File: src/rtl/tristate_bus_ctrl_pkg.sv
// rtl/tristate_bus_ctrl_pkg.sv - shared types and width helpers for the tristate bus controller
package tristate_pkg;

  typedef enum logic [1:0] {
    IDLE  = 2'd0,
    DRIVE = 2'd1,
    TURN  = 2'd2
  } state_e;

  localparam int DEF_WIDTH = 4;
  // Burst counter covers MAX_BURST up to 15; turnaround counter covers TURN_CYC up to 3.
  localparam int CNT_W     = 4;
  localparam int TURN_W    = 2;

  function automatic int idx_w(input int n);
    return (n > 1) ? $clog2(n) : 1;
  endfunction

endpackage

File: src/rtl/tristate_bus_ctrl_if.sv
// rtl/tristate_bus_ctrl_if.sv - requester/bus bundle between the controller and its requesters
interface tristate_bus_ctrl_if
  import tristate_pkg::*;
#(
  parameter int N_REQ = 4,
  parameter int WIDTH = DEF_WIDTH
);
  localparam int OW = idx_w(N_REQ);

  logic [N_REQ-1:0]       req;
  logic [N_REQ*WIDTH-1:0] req_data;
  logic [N_REQ-1:0]       req_last;
  logic [N_REQ-1:0]       gnt;
  logic [WIDTH-1:0]       a;
  logic                   en;
  logic [OW-1:0]          owner;
  logic                   busy;

  modport master (
    input  req, req_data, req_last,
    output gnt, a, en, owner, busy
  );

  modport slave (
    output req, req_data, req_last,
    input  gnt, a, en, owner, busy
  );

endinterface

File: src/rtl/tristate_bus_ctrl_rr_arb.sv
// rtl/tristate_bus_ctrl_rr_arb.sv - combinational round-robin pick starting after the pointer
module tristate_rr_arb
  import tristate_pkg::*;
#(
  parameter int N_REQ = 4,
  localparam int OW   = idx_w(N_REQ)
) (
  input  logic [N_REQ-1:0] req_i,
  input  logic [OW-1:0]    ptr_i,
  output logic [OW-1:0]    winner_o,
  output logic             any_req_o
);

  logic [OW-1:0] idx;

  // Walk from farthest to nearest so the closest requester after the pointer wins last.
  always_comb begin
    winner_o  = ptr_i;
    any_req_o = 1'b0;
    idx       = '0;
    for (int k = N_REQ; k >= 1; k--) begin
      idx = OW'((int'(ptr_i) + k) % N_REQ);
      if (req_i[idx]) begin
        winner_o  = idx;
        any_req_o = 1'b1;
      end
    end
  end

endmodule

File: src/rtl/tristate_bus_ctrl.sv
// rtl/tristate_bus_ctrl.sv - round-robin burst arbiter driving registered a/en of a tristate buffer
module tristate_bus_ctrl
  import tristate_pkg::*;
#(
  parameter int N_REQ     = 4,
  parameter int WIDTH     = DEF_WIDTH,
  parameter int MAX_BURST = 4,
  parameter int TURN_CYC  = 1
) (
  input  logic                 clk,
  input  logic                 rst_n,
  tristate_bus_ctrl_if.master  bus
);

  localparam int OW = idx_w(N_REQ);

  state_e            state_q, state_d;
  logic [OW-1:0]     owner_q, owner_d;
  logic [OW-1:0]     ptr_q, ptr_d;
  logic [CNT_W-1:0]  cnt_q, cnt_d;
  logic [TURN_W-1:0] turn_q, turn_d;
  logic [WIDTH-1:0]  a_q, a_d;
  logic              en_q, en_d;

  logic [OW-1:0]     winner;
  logic              any_req;
  logic              req_own;
  logic              last_own;
  logic [WIDTH-1:0]  data_own;
  logic [N_REQ-1:0]  gnt;

  tristate_rr_arb #(.N_REQ(N_REQ)) u_arb (
    .req_i     (bus.req),
    .ptr_i     (ptr_q),
    .winner_o  (winner),
    .any_req_o (any_req)
  );

  assign req_own  = bus.req[owner_q];
  assign last_own = bus.req_last[owner_q];
  assign data_own = bus.req_data[int'(owner_q)*WIDTH +: WIDTH];

  always_ff @(posedge clk or negedge rst_n) begin
    if (!rst_n) begin
      state_q <= IDLE;
      owner_q <= '0;
      ptr_q   <= OW'(N_REQ - 1);
      cnt_q   <= '0;
      turn_q  <= '0;
      a_q     <= '0;
      en_q    <= 1'b0;
    end else begin
      state_q <= state_d;
      owner_q <= owner_d;
      ptr_q   <= ptr_d;
      cnt_q   <= cnt_d;
      turn_q  <= turn_d;
      a_q     <= a_d;
      en_q    <= en_d;
    end
  end

  // a/en default to zero so an undriven bus always presents a=0.
  always_comb begin
    state_d = state_q;
    owner_d = owner_q;
    ptr_d   = ptr_q;
    cnt_d   = cnt_q;
    turn_d  = turn_q;
    a_d     = '0;
    en_d    = 1'b0;
    gnt     = '0;
    case (state_q)
      IDLE: begin
        if (any_req) begin
          owner_d = winner;
          ptr_d   = winner;
          cnt_d   = '0;
          state_d = DRIVE;
        end
      end
      DRIVE: begin
        gnt[owner_q] = req_own;
        if (req_own) begin
          a_d   = data_own;
          en_d  = 1'b1;
          cnt_d = cnt_q + CNT_W'(1);
          if (last_own || (cnt_q == CNT_W'(MAX_BURST - 1))) begin
            state_d = TURN;
            turn_d  = '0;
          end
        end else begin
          state_d = TURN;
          turn_d  = '0;
        end
      end
      TURN: begin
        if (turn_q == TURN_W'(TURN_CYC)) begin
          state_d = IDLE;
        end else begin
          turn_d = turn_q + TURN_W'(1);
        end
      end
      default: state_d = IDLE;
    endcase
  end

  assign bus.gnt   = gnt;
  assign bus.a     = a_q;
  assign bus.en    = en_q;
  assign bus.owner = owner_q;
  assign bus.busy  = (state_q != IDLE);

endmodule

File: src/flat_wrapper.sv
// flat-port wrapper written by rule: the top's interface ports become plain ports
module tristate_bus_ctrl_flat import tristate_pkg::*;
#(
  parameter int N_REQ     = 4,
  parameter int WIDTH     = DEF_WIDTH,
  parameter int MAX_BURST = 4,
  parameter int TURN_CYC  = 1
)
  (clk, rst_n, bus_req, bus_req_data, bus_req_last, bus_gnt, bus_a, bus_en, bus_owner, bus_busy);
  tristate_bus_ctrl_if #(.N_REQ(N_REQ), .WIDTH(WIDTH)) bus_i ();
  input  logic clk;
  input  logic rst_n;
  input wire logic [$bits(bus_i.req)-1:0] bus_req;
  input wire logic [$bits(bus_i.req_data)-1:0] bus_req_data;
  input wire logic [$bits(bus_i.req_last)-1:0] bus_req_last;
  output wire logic [$bits(bus_i.gnt)-1:0] bus_gnt;
  output wire logic [$bits(bus_i.a)-1:0] bus_a;
  output wire logic [$bits(bus_i.en)-1:0] bus_en;
  output wire logic [$bits(bus_i.owner)-1:0] bus_owner;
  output wire logic [$bits(bus_i.busy)-1:0] bus_busy;
  assign bus_i.req = bus_req;
  assign bus_i.req_data = bus_req_data;
  assign bus_i.req_last = bus_req_last;
  assign bus_gnt = bus_i.gnt;
  assign bus_a = bus_i.a;
  assign bus_en = bus_i.en;
  assign bus_owner = bus_i.owner;
  assign bus_busy = bus_i.busy;
  tristate_bus_ctrl #(.N_REQ(N_REQ), .WIDTH(WIDTH), .MAX_BURST(MAX_BURST), .TURN_CYC(TURN_CYC)) u_core (.clk(clk), .rst_n(rst_n), .bus(bus_i));
endmodule
File: config.mk
export PLATFORM = sky130hd
export DESIGN_NAME = tristate_bus_ctrl_flat
export DESIGN_NICKNAME = d
export VERILOG_FILES = /design/src/rtl/tristate_bus_ctrl_pkg.sv /design/src/rtl/tristate_bus_ctrl_if.sv /design/src/rtl/tristate_bus_ctrl_rr_arb.sv /design/src/rtl/tristate_bus_ctrl.sv /design/src/flat_wrapper.sv
export SDC_FILE = /design/constraint.sdc
export NUM_CORES = 1
export LEC_CHECK = 0
export BUFFER_PORTS_ARGS = -buffer_cell sky130_fd_sc_hd__buf_4
export CAP_MARGIN = 20
export CORE_MARGIN = 2
export CORE_UTILIZATION = 53
export DETAILED_ROUTE_END_ITERATION = 10
export PLACE_DENSITY = 0.86
export SKIP_LAST_GASP = 1
export SYNTH_ARGS = -nofsm -noshare
export SYNTH_HDL_FRONTEND = slang
export SYNTH_SLANG_ARGS = --single-unit
File: constraint.sdc
create_clock -name clk -period 4.45 [get_ports clk]
set_clock_uncertainty 0.15 [all_clocks]
set_input_delay 0.89 -clock clk [delete_from_list [all_inputs] [get_ports clk]]
set_output_delay 0.89 -clock clk [all_outputs]
set_load 0.005 [all_outputs]
==> metrics.md, run 1 <==
| Metric | Value |
|---|---|
| Worst Hold Class | `in -> async` |
| Total CTS buffers | `3` |
| Antenna violations before repair | `0` |
| Final setup TNS | `0 ns` |
| Total Routing Usage GR | `23.9%` |
| Post-DP Area | `1410 sq um` |
| Grt ovf | `0` |
| First-pass GRT wire length | `4.51 mm` |
| Worst-Skew Late Latency | `0.29 ns` |
| Chip height | `50.2 microns` |
| Critical Path AT | `2.19 ns` |
| Final instance area | `1440 sq um` |
| Root buffer cell | `clkbuf_4` |
| Req. time, crit path | `3.41 ns` |
| Fraction of layout cells with a size suffix above 1 | `34.7%` |
| N_diodes | `0` |
| CTS tree | `yes` |
| Hold Buf Count CTS | `0` |
| Starting Density | `57.2%` |
| Worst Setup End Kind | `primary output` |
| Power Dens Cells | `563 nW/um^2` |
| Die Area | `2520 sq um` |
| Syn Inst Count | `115` |
| CP max stage cell | `mux4_2` |
| DRC viols | `0` |
| Distinct cells, synth | `36` |
| Detailed placement HPWL | `2.13 mm` |
| GPL Wtd Cong | `0.773` |
| Final Hold Fails | `0` |
| FF+latch count, synth | `17` |
| Via count | `1021` |
| Endpoints failing setup | `0` |
| Port bufs | `37` |
| Post-cts gate resize count | `0` |
| Pleak | `0.000682 uW` |
| CP top delay family | `multiplexers` |
| Layout Nets | `182` |
| Post-CTS setup repair buffer count | `0` |
| RR Startpoint | `u_core.bus.owner[0]$_DFFE_PN0P_` |
| Final-report max-slew violation count | `0` |
| Syn Area/Cell | `9.86 sq um` |
| Post-synth EDFFs | `0` |
| Net Count, Synth | `146` |
| Worst path max stage delay | `0.54 ns` |
| Top-level I/O count | `38` |
| Clock sink count | `17` |
| CP Buf/Inv Count | `3` |
| Post-DR wirelength/cell | `15.1 microns` |
| R2R Path End | `u_core.state_q[1]$_DFFE_PN0P_` |
| Sequential share of the synthesized area | `37.7%` |
| Worst vdd ir | `0.471 mV` |
| YS warnings | `0` |
| Worst-path clk slew | `0.10 ns` |
| Routed wire length | `2.68 mm` |
| DRT iter0 DRCs | `17` |
| Highest net fanout along the worst path | `10` |
| Rel. slew slack | `49.4%` |
| Crit path launch type | `input port` |
| Status | `finished clean` |
| Least-Margin Pin Slew | `0.751 ns` |
| Number of global-route vias before repair | `992` |
| First-pass iteration count of the detailed router | `4` |
| Clk buf depth | `2` |
| Post-DR vias/cell | `5.77` |
| Synth-to-layout area growth | `26.8%` |
| Die width | `50.2 microns` |
| Final period util | `72.5%` |
| Ordered cell list for the critical path | `buf_4 -> mux4_2 -> nand2_2 -> inv_1 -> and3_1 -> buf_4` |
| Leading cell type in the layout, fill and taps excluded | `buf_4` |
| Async set or reset register ratio after synthesis | `100%` |
| Fmax | `0.310 GHz` |
| Max-cap violations | `0` |
| Most used cell, CP | `buf_4` |
| Synthesized cell area | `1130 sq um` |
| Reg2Reg Depth | `4` |
| Synth Flop Type | `dfrtp_1` |
| RSZ-0062 raised after global routing | `false` |
| Most frequent cells in the layout | `37 x buf_4, 15 x dfrtp_1, 10 x nand2_1` |
| Reg-to-reg setup timing slack | `2.20 ns` |
| ANT nets after route | `0` |
| WS Path Type | `in -> out` |
| Largest net degree at the start of global routing | `18` |
| # rows | `16` |
| Post-route minimum period | `3.23 ns` |
| Core Box Area | `1980 sq um` |
| H-Tree Level Count | `1` |
## layer usage
layer  wire length [microns]  global-route usage, %  up-vias  share of wire, %
met4                      13                   5.56        0              0.49
met5                       0                      0        -                 0
li1                        -                      -      496                 -
met2                    1470                   41.4       24                55
met3                     105                   2.68        2               3.9
met1                    1090                   32.1      499                41
## cell usage after synthesis, drive strengths merged (3+ instances only)
library cell  number  area [sq um]
nor2               9          33.8
nand2             11          43.8
mux4               6           135
and3               5          31.3
o31ai              4          30.0
inv                8          30.0
o21ai              7          35.0
a21oi              5          25.0
o2111ai            3          26.3
nand3              3          15.0
nand2b             4          25.0
buf                4          26.3
ha                 5          62.6
dfrtp             15           375
## sequential cells by signal (all words and copies together), names as in the netlist
register          cells
u_core.ptr_q          2
u_core.state_q        2
u_core.bus.owner      2
u_core.bus.a          4
u_core.cnt_q          4
u_core.bus.en         1
u_core.turn_q         2
## kinds of logic (layout without fill, tap and decap cells)
logic type      Yosys count  in the layout  synth area share, %
simple gates             41             41                 18.3
compound gates           29             29                 17.8
flops                    17             17                 37.7
buf+inv                  14             49                 5.63
mux                       9              9                 15.0
fa+ha+maj                 5              5                 5.52
## power by group
part	total, uW	switching, uW	internal (uW)
Sequential	299	81.4	217
Clock	82.8	48.0	34.8
Combinational	428	207	221
## worst max path at each step
stage                                    start    endpoint  slack (ns)  cells past startpoint
6_report                            bus_req[3]  bus_gnt[3]        1.22                      6
3_3_place_gp                        bus_req[3]  bus_gnt[3]        1.27                      6
5_1_grt        u_core.bus.owner[1]$_DFFE_PN0P_  bus_gnt[2]        1.10                      6
2_1_floorplan                       bus_req[1]  bus_gnt[3]        1.44                      5
3_5_place_dp                        bus_req[3]  bus_gnt[3]        1.23                      6
4_1_cts        u_core.bus.owner[1]$_DFFE_PN0P_  bus_gnt[3]        1.20                      5
## area by class of cell
type                    count  area [sq um]
multi-input cells          84           642
fillers                   135           544
flip-flops and latches     17           428
repair buffers             37           278
well taps                  27          33.8
inverters                   8          30.0
clock buffers               4          26.3
## through the flow
stage / total power (uW) / util, % / setup WS [ns] / std cells / hold slack (ns)
3_5_place_dp: 730 / 71.2 / 1.23 / 173 / 0.366
3_3_place_gp: 709 / 71.2 / 1.27 / 173 / 0.361
5_1_grt: 887 / 72.5 / 1.10 / 177 / 0.288
2_1_floorplan: 588 / - / 1.44 / 115 / 0.333
4_1_cts: 815 / 72.5 / 1.20 / 177 / 0.297
6_report: 809 / 72.5 / 1.22 / 177 / 0.296
(Power assumes the default switching activity.)
==> run 2, diff against run 1 <==
--- a/config.mk
+++ b/config.mk
@@ -8,9 +8,9 @@
 export BUFFER_PORTS_ARGS = -buffer_cell sky130_fd_sc_hd__buf_4
 export CAP_MARGIN = 20
 export CORE_MARGIN = 2
-export CORE_UTILIZATION = 53
+export CORE_UTILIZATION = 49
 export DETAILED_ROUTE_END_ITERATION = 10
-export PLACE_DENSITY = 0.86
+export PLACE_DENSITY = 0.81
 export SKIP_LAST_GASP = 1
 export SYNTH_ARGS = -nofsm -noshare
 export SYNTH_HDL_FRONTEND = slang
==> constraint.sdc (replaced) <==
create_clock -name clk -period 3 [get_ports clk]
set_clock_uncertainty 0.15 [all_clocks]
set_input_delay 0.6 -clock clk [delete_from_list [all_inputs] [get_ports clk]]
set_output_delay 0.6 -clock clk [all_outputs]
set_load 0.005 [all_outputs]
==> run 2 against run 1 <==
Compared with the run above: core utilization decreased by 6.2 points; worst setup slack got worse by 0.90 ns; combinational power increased by 62%; final cell count increased by 1.7%; register-to-register slack got worse by 1.3 ns; non-clock buffer count increased by 2; total power increased by 50%; via count increased by 0.29%; final area increased by 1.1%; wire length decreased by 0.52%; sequential power increased by 32%; largest cell class unchanged; highest routed layer unchanged.
==> metrics.md, run 2 (same netlist as run 1, synthesis figures left out) <==
| Metric | Value |
|---|---|
| Pre-CTS setup slack | `0.331 ns (was 1.23 ns)` |
| Grt ovf | `0 (unchanged)` |
| Post-DR wirelength/cell | `14.8 microns (was 15.1 microns)` |
| Starting Density | `51.7% (was 57.2%)` |
| DRT iter0 DRCs | `23 (was 17)` |
| First-pass GRT wire length | `4.41 mm (was 4.51 mm)` |
| CTS tree | `yes (unchanged)` |
| Reg-to-reg setup timing slack | `0.94 ns (was 2.20 ns)` |
| Power Dens Cells | `834 nW/um^2 (was 563 nW/um^2)` |
| Most used cell, CP | `buf_4 (unchanged)` |
| RR Startpoint | `u_core.bus.owner[0]$_DFFE_PN0P_ (unchanged)` |
| Hold_ws | `0.00959 ns (was 0.296 ns)` |
| Final Hold Fails | `0 (unchanged)` |
| R2R Path End | `u_core.state_q[1]$_DFFE_PN0P_ (unchanged)` |
| Top-level I/O count | `38 (unchanged)` |
| CP max stage cell | `mux4_2 (unchanged)` |
| Max-cap violations | `0 (unchanged)` |
| Worst vdd ir | `0.707 mV (was 0.471 mV)` |
| Post-CTS setup repair buffer count | `0 (unchanged)` |
| WS Path Type | `in -> out (unchanged)` |
| Req. time, crit path | `2.25 ns (was 3.41 ns)` |
| Layout Nets | `184 (was 182)` |
| Final-report max-slew violation count | `0 (unchanged)` |
| # rows | `17 (was 16)` |
| Ordered cell list for the critical path | `buf_4 -> mux4_2 -> nand2_2 -> inv_1 -> and3_1 -> buf_4 (unchanged)` |
| Endpoints failing setup | `0 (unchanged)` |
| DRC viols | `0 (unchanged)` |
| Antenna violations before repair | `0 (unchanged)` |
| Post-cts gate resize count | `0 (unchanged)` |
| First-pass iteration count of the detailed router | `5 (was 4)` |
| H-Tree Level Count | `1 (unchanged)` |
| Final period util | `89.1%` |
| ANT nets after route | `0 (unchanged)` |
| Worst-path clk slew | `0.10 ns (about the same)` |
| Via count | `1024 (was 1021)` |
| Worst Setup End Kind | `primary output (unchanged)` |
| Root buffer cell | `clkbuf_4 (unchanged)` |
| Detailed placement HPWL | `2.13 mm (about the same)` |
| Fmax | `0.374 GHz` |
| Chip height | `52.1 microns (was 50.2 microns)` |
| Leading cell type in the layout, fill and taps excluded | `buf_4 (unchanged)` |
| Die width | `52.1 microns (was 50.2 microns)` |
| Status | `finished clean (unchanged)` |
| Post-DR vias/cell | `5.69 (was 5.77)` |
| Post-Route Utilization | `66.4% (was 72.5%)` |
| Hold Buf Count CTS | `0 (unchanged)` |
| Reg2Reg Depth | `5 (was 4)` |
| Pleak | `0.000692 uW (was 0.000682 uW)` |
| Highest net fanout along the worst path | `10 (unchanged)` |
| Total CTS buffers | `3 (unchanged)` |
| CP top delay family | `multiplexers (unchanged)` |
| Synth-to-layout area growth | `28.3% (was 26.8%)` |
| Total Routing Usage GR | `22.0% (was 23.9%)` |
| Most frequent cells in the layout | `39 x buf_4, 15 x dfrtp_1, 10 x nand2_1 (was 37 x buf_4, 15 x dfrtp_1, 10 x nand2_1)` |
| Final setup TNS | `0 ns (unchanged)` |
| Crit path launch type | `input port (unchanged)` |
| Port bufs | `37 (unchanged)` |
| Clock sink count | `17 (unchanged)` |
| Largest net degree at the start of global routing | `18 (unchanged)` |
| GPL Wtd Cong | `0.851 (was 0.773)` |
| Worst Hold Class | `in -> async (unchanged)` |
| CP Buf/Inv Count | `3 (unchanged)` |
| Rel. slew slack | `51.0% (was 49.4%)` |
| Least-Margin Pin Slew | `0.727 ns (was 0.751 ns)` |
| Worst-Skew Late Latency | `0.28 ns (was 0.29 ns)` |
| N_diodes | `0 (unchanged)` |
| Number of global-route vias before repair | `1003 (was 992)` |
| Fraction of layout cells with a size suffix above 1 | `35.5% (was 34.7%)` |
| RSZ-0062 raised after global routing | `false (unchanged)` |
| Clk buf depth | `2 (unchanged)` |
| Core Box Area | `2190 sq um (was 1980 sq um)` |
| Post-route minimum period | `2.67 ns` |
| Die Area | `2710 sq um (was 2520 sq um)` |
| Final WS setup | `0.328 ns (was 1.22 ns)` |
| Routed wire length | `2.67 mm (was 2.68 mm)` |
| Critical Path AT | `1.92 ns (was 2.19 ns)` |
| Worst path max stage delay | `0.54 ns (about the same)` |
[run 2: worst max path at each step]
stage | startpoint | endpoint | slack (ns) | depth (start not counted)
finish | bus_req[3] | bus_gnt[3] | 0.33 | 6
global placement | bus_req[3] | bus_gnt[3] | 0.39 | 6
floorplan | bus_req[1] | bus_gnt[3] | 0.57 | 5
CTS | bus_req[3] | bus_gnt[3] | 0.33 | 6
global route | u_core.bus.owner[1]$_DFFE_PN0P_ | bus_gnt[3] | 0.24 | 5
detailed placement | bus_req[3] | bus_gnt[3] | 0.33 | 6
[run 2: layer usage]
layer	part of all wire, %	vias to the layer above	global-route usage (%)
met2	54	29	37.8
met4	0.71	0	6.58
met5	0	-	0
met3	3.9	2	1.72
li1	-	502	-
met1	41	491	29.5
[run 2: area by class of cell]
class	count	area (sq um)
inverters	8	30.0
clock buffers	4	26.3
multi-input cells	84	642
repair buffers	39	293
flip-flops and latches	17	428
well taps	28	35.0
fillers	172	737
[run 2: worst register-to-register path, delay by kind of cell, from the launching register on]
| family | cells | cell delay (ns) |
|---|---|---|
| AOI/OAI and AO/OA | 2 | 0.38 |
| muxes | 2 | 0.86 |
| DFF | 1 | 0.36 |
| buffers and inverters | 1 | 0.20 |
[run 2: report_power, final]
group	switching [uW]	internal [uW]	total, uW
sequential	72.7	323	396
combinational	351	344	694
clock	70.8	51.6	122
total	494	719	1210
[run 2: per-stage QoR]
step                      cell area, sq um  total power [uW]  std cells
after detailed placement              1430              1100        176
after CTS                             1450              1230        180
after global placement                1430              1070        176
after global routing                  1450              1330        180
after floorplan                       1130               872        115
final                                 1450              1210        180
==> run 3, diff against run 2 <==
==> constraint.sdc (replaced) <==
create_clock -name clk -period 3 [get_ports clk]
set_clock_uncertainty 0.15 [all_clocks]
set_input_delay 0.15 -clock clk [delete_from_list [all_inputs] [get_ports clk]]
set_output_delay 0.15 -clock clk [all_outputs]
set_load 0.005 [all_outputs]
==> run 3 against run 2 <==
Compared with the run above: clock-buffer cell count unchanged; combinational power down 8.2%; non-clock buffer count down 1; via count up 0.78%; first-iteration DRC count down 22%; register-to-register slack worse by 0.13 ns; flip-flop and latch count unchanged; core utilization down 0.23 points; largest cell class unchanged; clock power about the same; sequential power up 11%.
==> metrics.md, run 3 (same netlist as run 1, synthesis figures left out) <==
| Metric | Value |
|---|---|
| Final setup TNS | `0 ns (unchanged)` |
| Endpoints failing setup | `0 (unchanged)` |
| Metal2 WL | `1.50 mm (was 1.45 mm)` |
| Pleak | `0.000686 uW (was 0.000692 uW)` |
| Crit path launch type | `flip-flop (was input port)` |
| Core Box Area | `2190 sq um (unchanged)` |
| Post-route minimum period | `2.49 ns (was 2.67 ns)` |
| Final-report max-slew violation count | `0 (unchanged)` |
| Fmax | `0.402 GHz (was 0.374 GHz)` |
| Post-DR wirelength/cell | `15.7 microns (was 14.8 microns)` |
| Synth-to-layout area growth | `27.8% (was 28.3%)` |
| Critical Path AT | `2.19 ns (was 1.92 ns)` |
| Port bufs | `37 (unchanged)` |
| Routed wire length | `2.81 mm (was 2.67 mm)` |
| Reg area | `428 sq um (unchanged)` |
| ANT nets after route | `0 (unchanged)` |
| DRC viols | `0 (unchanged)` |
| Worst vdd ir | `0.518 mV (was 0.707 mV)` |
| Worst-Skew Late Latency | `0.29 ns (was 0.28 ns)` |
| Most frequent cells in the layout | `37 x buf_4, 15 x dfrtp_1, 10 x nand2_1 (was 39 x buf_4, 15 x dfrtp_1, 10 x nand2_1)` |
| Root buffer cell | `clkbuf_4 (unchanged)` |
| RSZ-0062 raised after global routing | `false (unchanged)` |
| Filler cells | `176 (was 172)` |
| Top-level I/O count | `38 (unchanged)` |
| Area of the multi-input gates | `642 sq um (unchanged)` |
| Layout Nets | `183 (was 184)` |
| Via count | `1032 (was 1024)` |
| # rows | `17 (unchanged)` |
| Die Area | `2710 sq um (unchanged)` |
| Post-cts gate resize count | `0 (unchanged)` |
| Number of global-route vias before repair | `1004 (was 1003)` |
| GPL Wtd Cong | `0.784 (was 0.851)` |
| Die width | `52.1 microns (unchanged)` |
| Largest net degree at the start of global routing | `18 (unchanged)` |
| Worst Hold Class | `in -> reg (was in -> async)` |
| Final instance area | `1450 sq um (about the same)` |
| Post-DP Area | `1410 sq um (was 1430 sq um)` |
| Rel. slew slack | `46.2% (was 51.0%)` |
| Least-Margin Pin Slew | `0.798 ns (was 0.727 ns)` |
| Final period util | `82.8% (was 89.1%)` |
| Final Hold Fails | `0 (unchanged)` |
| Starting Density | `51.7% (unchanged)` |
| Clk buf depth | `2 (unchanged)` |
| Max-cap violations | `0 (unchanged)` |
| WS Path Type | `reg -> out (was in -> out)` |
| Highest net fanout along the worst path | `12 (was 10)` |
| Met1 Wirelength | `1.16 mm (was 1.09 mm)` |
| Total design power | `1200 uW (was 1210 uW)` |
| Uppermost routed layer | `met4 (unchanged)` |
| Grt ovf | `0 (unchanged)` |
| Post-Route Utilization | `66.1% (was 66.4%)` |
| Antenna violations before repair | `0 (unchanged)` |
| N_diodes | `0 (unchanged)` |
| Power Dens Cells | `828 nW/um^2 (was 834 nW/um^2)` |
| Hold_ws | `0.0455 ns (was 0.00959 ns)` |
| CTS tree | `yes (unchanged)` |
| Post-CTS setup repair buffer count | `0 (unchanged)` |
| Met3 WL post-DR | `100 microns (was 104 microns)` |
| Worst Setup End Kind | `primary output (unchanged)` |
| Status | `finished clean (unchanged)` |
| Clock sink count | `17 (unchanged)` |
| Fraction of layout cells with a size suffix above 1 | `34.4% (was 35.5%)` |
| Post-DR vias/cell | `5.77 (was 5.69)` |
| First-pass GRT wire length | `4.48 mm (was 4.41 mm)` |
| Total CTS buffers | `3 (unchanged)` |
| Total Routing Usage GR | `22.4% (was 22.0%)` |
| First-pass iteration count of the detailed router | `4 (was 5)` |
| DRT iter0 DRCs | `18 (was 23)` |
| Worst-path clk slew | `0.10 ns (about the same)` |
| Leading cell type in the layout, fill and taps excluded | `buf_4 (unchanged)` |
| Detailed placement HPWL | `2.13 mm (about the same)` |
| Chip height | `52.1 microns (unchanged)` |
| H-Tree Level Count | `1 (unchanged)` |
| Req. time, crit path | `2.70 ns (was 2.25 ns)` |
run 3: worst paths after layout:
path,endpoint,cells after the start,slack [ns],from
worst max-delay path,bus_gnt[3],5,0.51,u_core.bus.owner[1]$_DFFE_PN0P_
worst min-delay path,u_core.ptr_q[0]$_DFFE_PN1P_,3,0.05,bus_req[1]
worst max register to register,u_core.state_q[1]$_DFFE_PN0P_,4,0.81,u_core.bus.owner[0]$_DFFE_PN0P_
worst min register to register,u_core.cnt_q[0]$_DFFE_PN0P_,1,0.38,u_core.cnt_q[0]$_DFFE_PN0P_
max in group asynchronous,u_core.ptr_q[1]$_DFFE_PN1P_,2,2.34,rst_n
min in group asynchronous,u_core.bus.owner[1]$_DFFE_PN0P_,2,0.10,rst_n
run 3: through the flow:
stage | cells | worst slack (ns)
2_1_floorplan | 115 | 1.18
3_3_place_gp | 174 | 0.879
3_5_place_dp | 174 | 0.822
4_1_cts | 179 | 0.534
5_1_grt | 179 | 0.441
6_report | 179 | 0.515
run 3: what timing repair did:
item                                    in CTS  in global routing
endpoints found under the setup margin       0                  0
endpoints found under the hold margin       17                  0
hold buffers                                 1                  0
run 3: worst max-delay path, stage by stage, from the launching register on:
cell     delay, ns
dfrtp_1       0.63
mux4_2        0.64
nand2_2       0.19
inv_1         0.12
and3_1        0.19
buf_4         0.13
run 3: layout make-up:
| class | count | area share, % |
|---|---|---|
| multi-input combinational | 84 | 44.3 |
| tap | 28 | 2.42 |
| clock buffer | 4 | 1.81 |
| sequential | 17 | 29.5 |
| inverter | 8 | 2.07 |
| timing repair buffer | 38 | 19.9 |
run 3: report_power, final:
part | switching [uW] | internal (uW)
Clock | 72.7 | 51.6
Sequential | 117 | 323
Combinational | 308 | 329
run 3: layer usage:
layer / GRT usage, % / vias up
met5: 0 / -
met4: 9.65 / 0
met3: 2.59 / 4
met2: 38.6 / 26
met1: 28.1 / 505
li1: - / 497
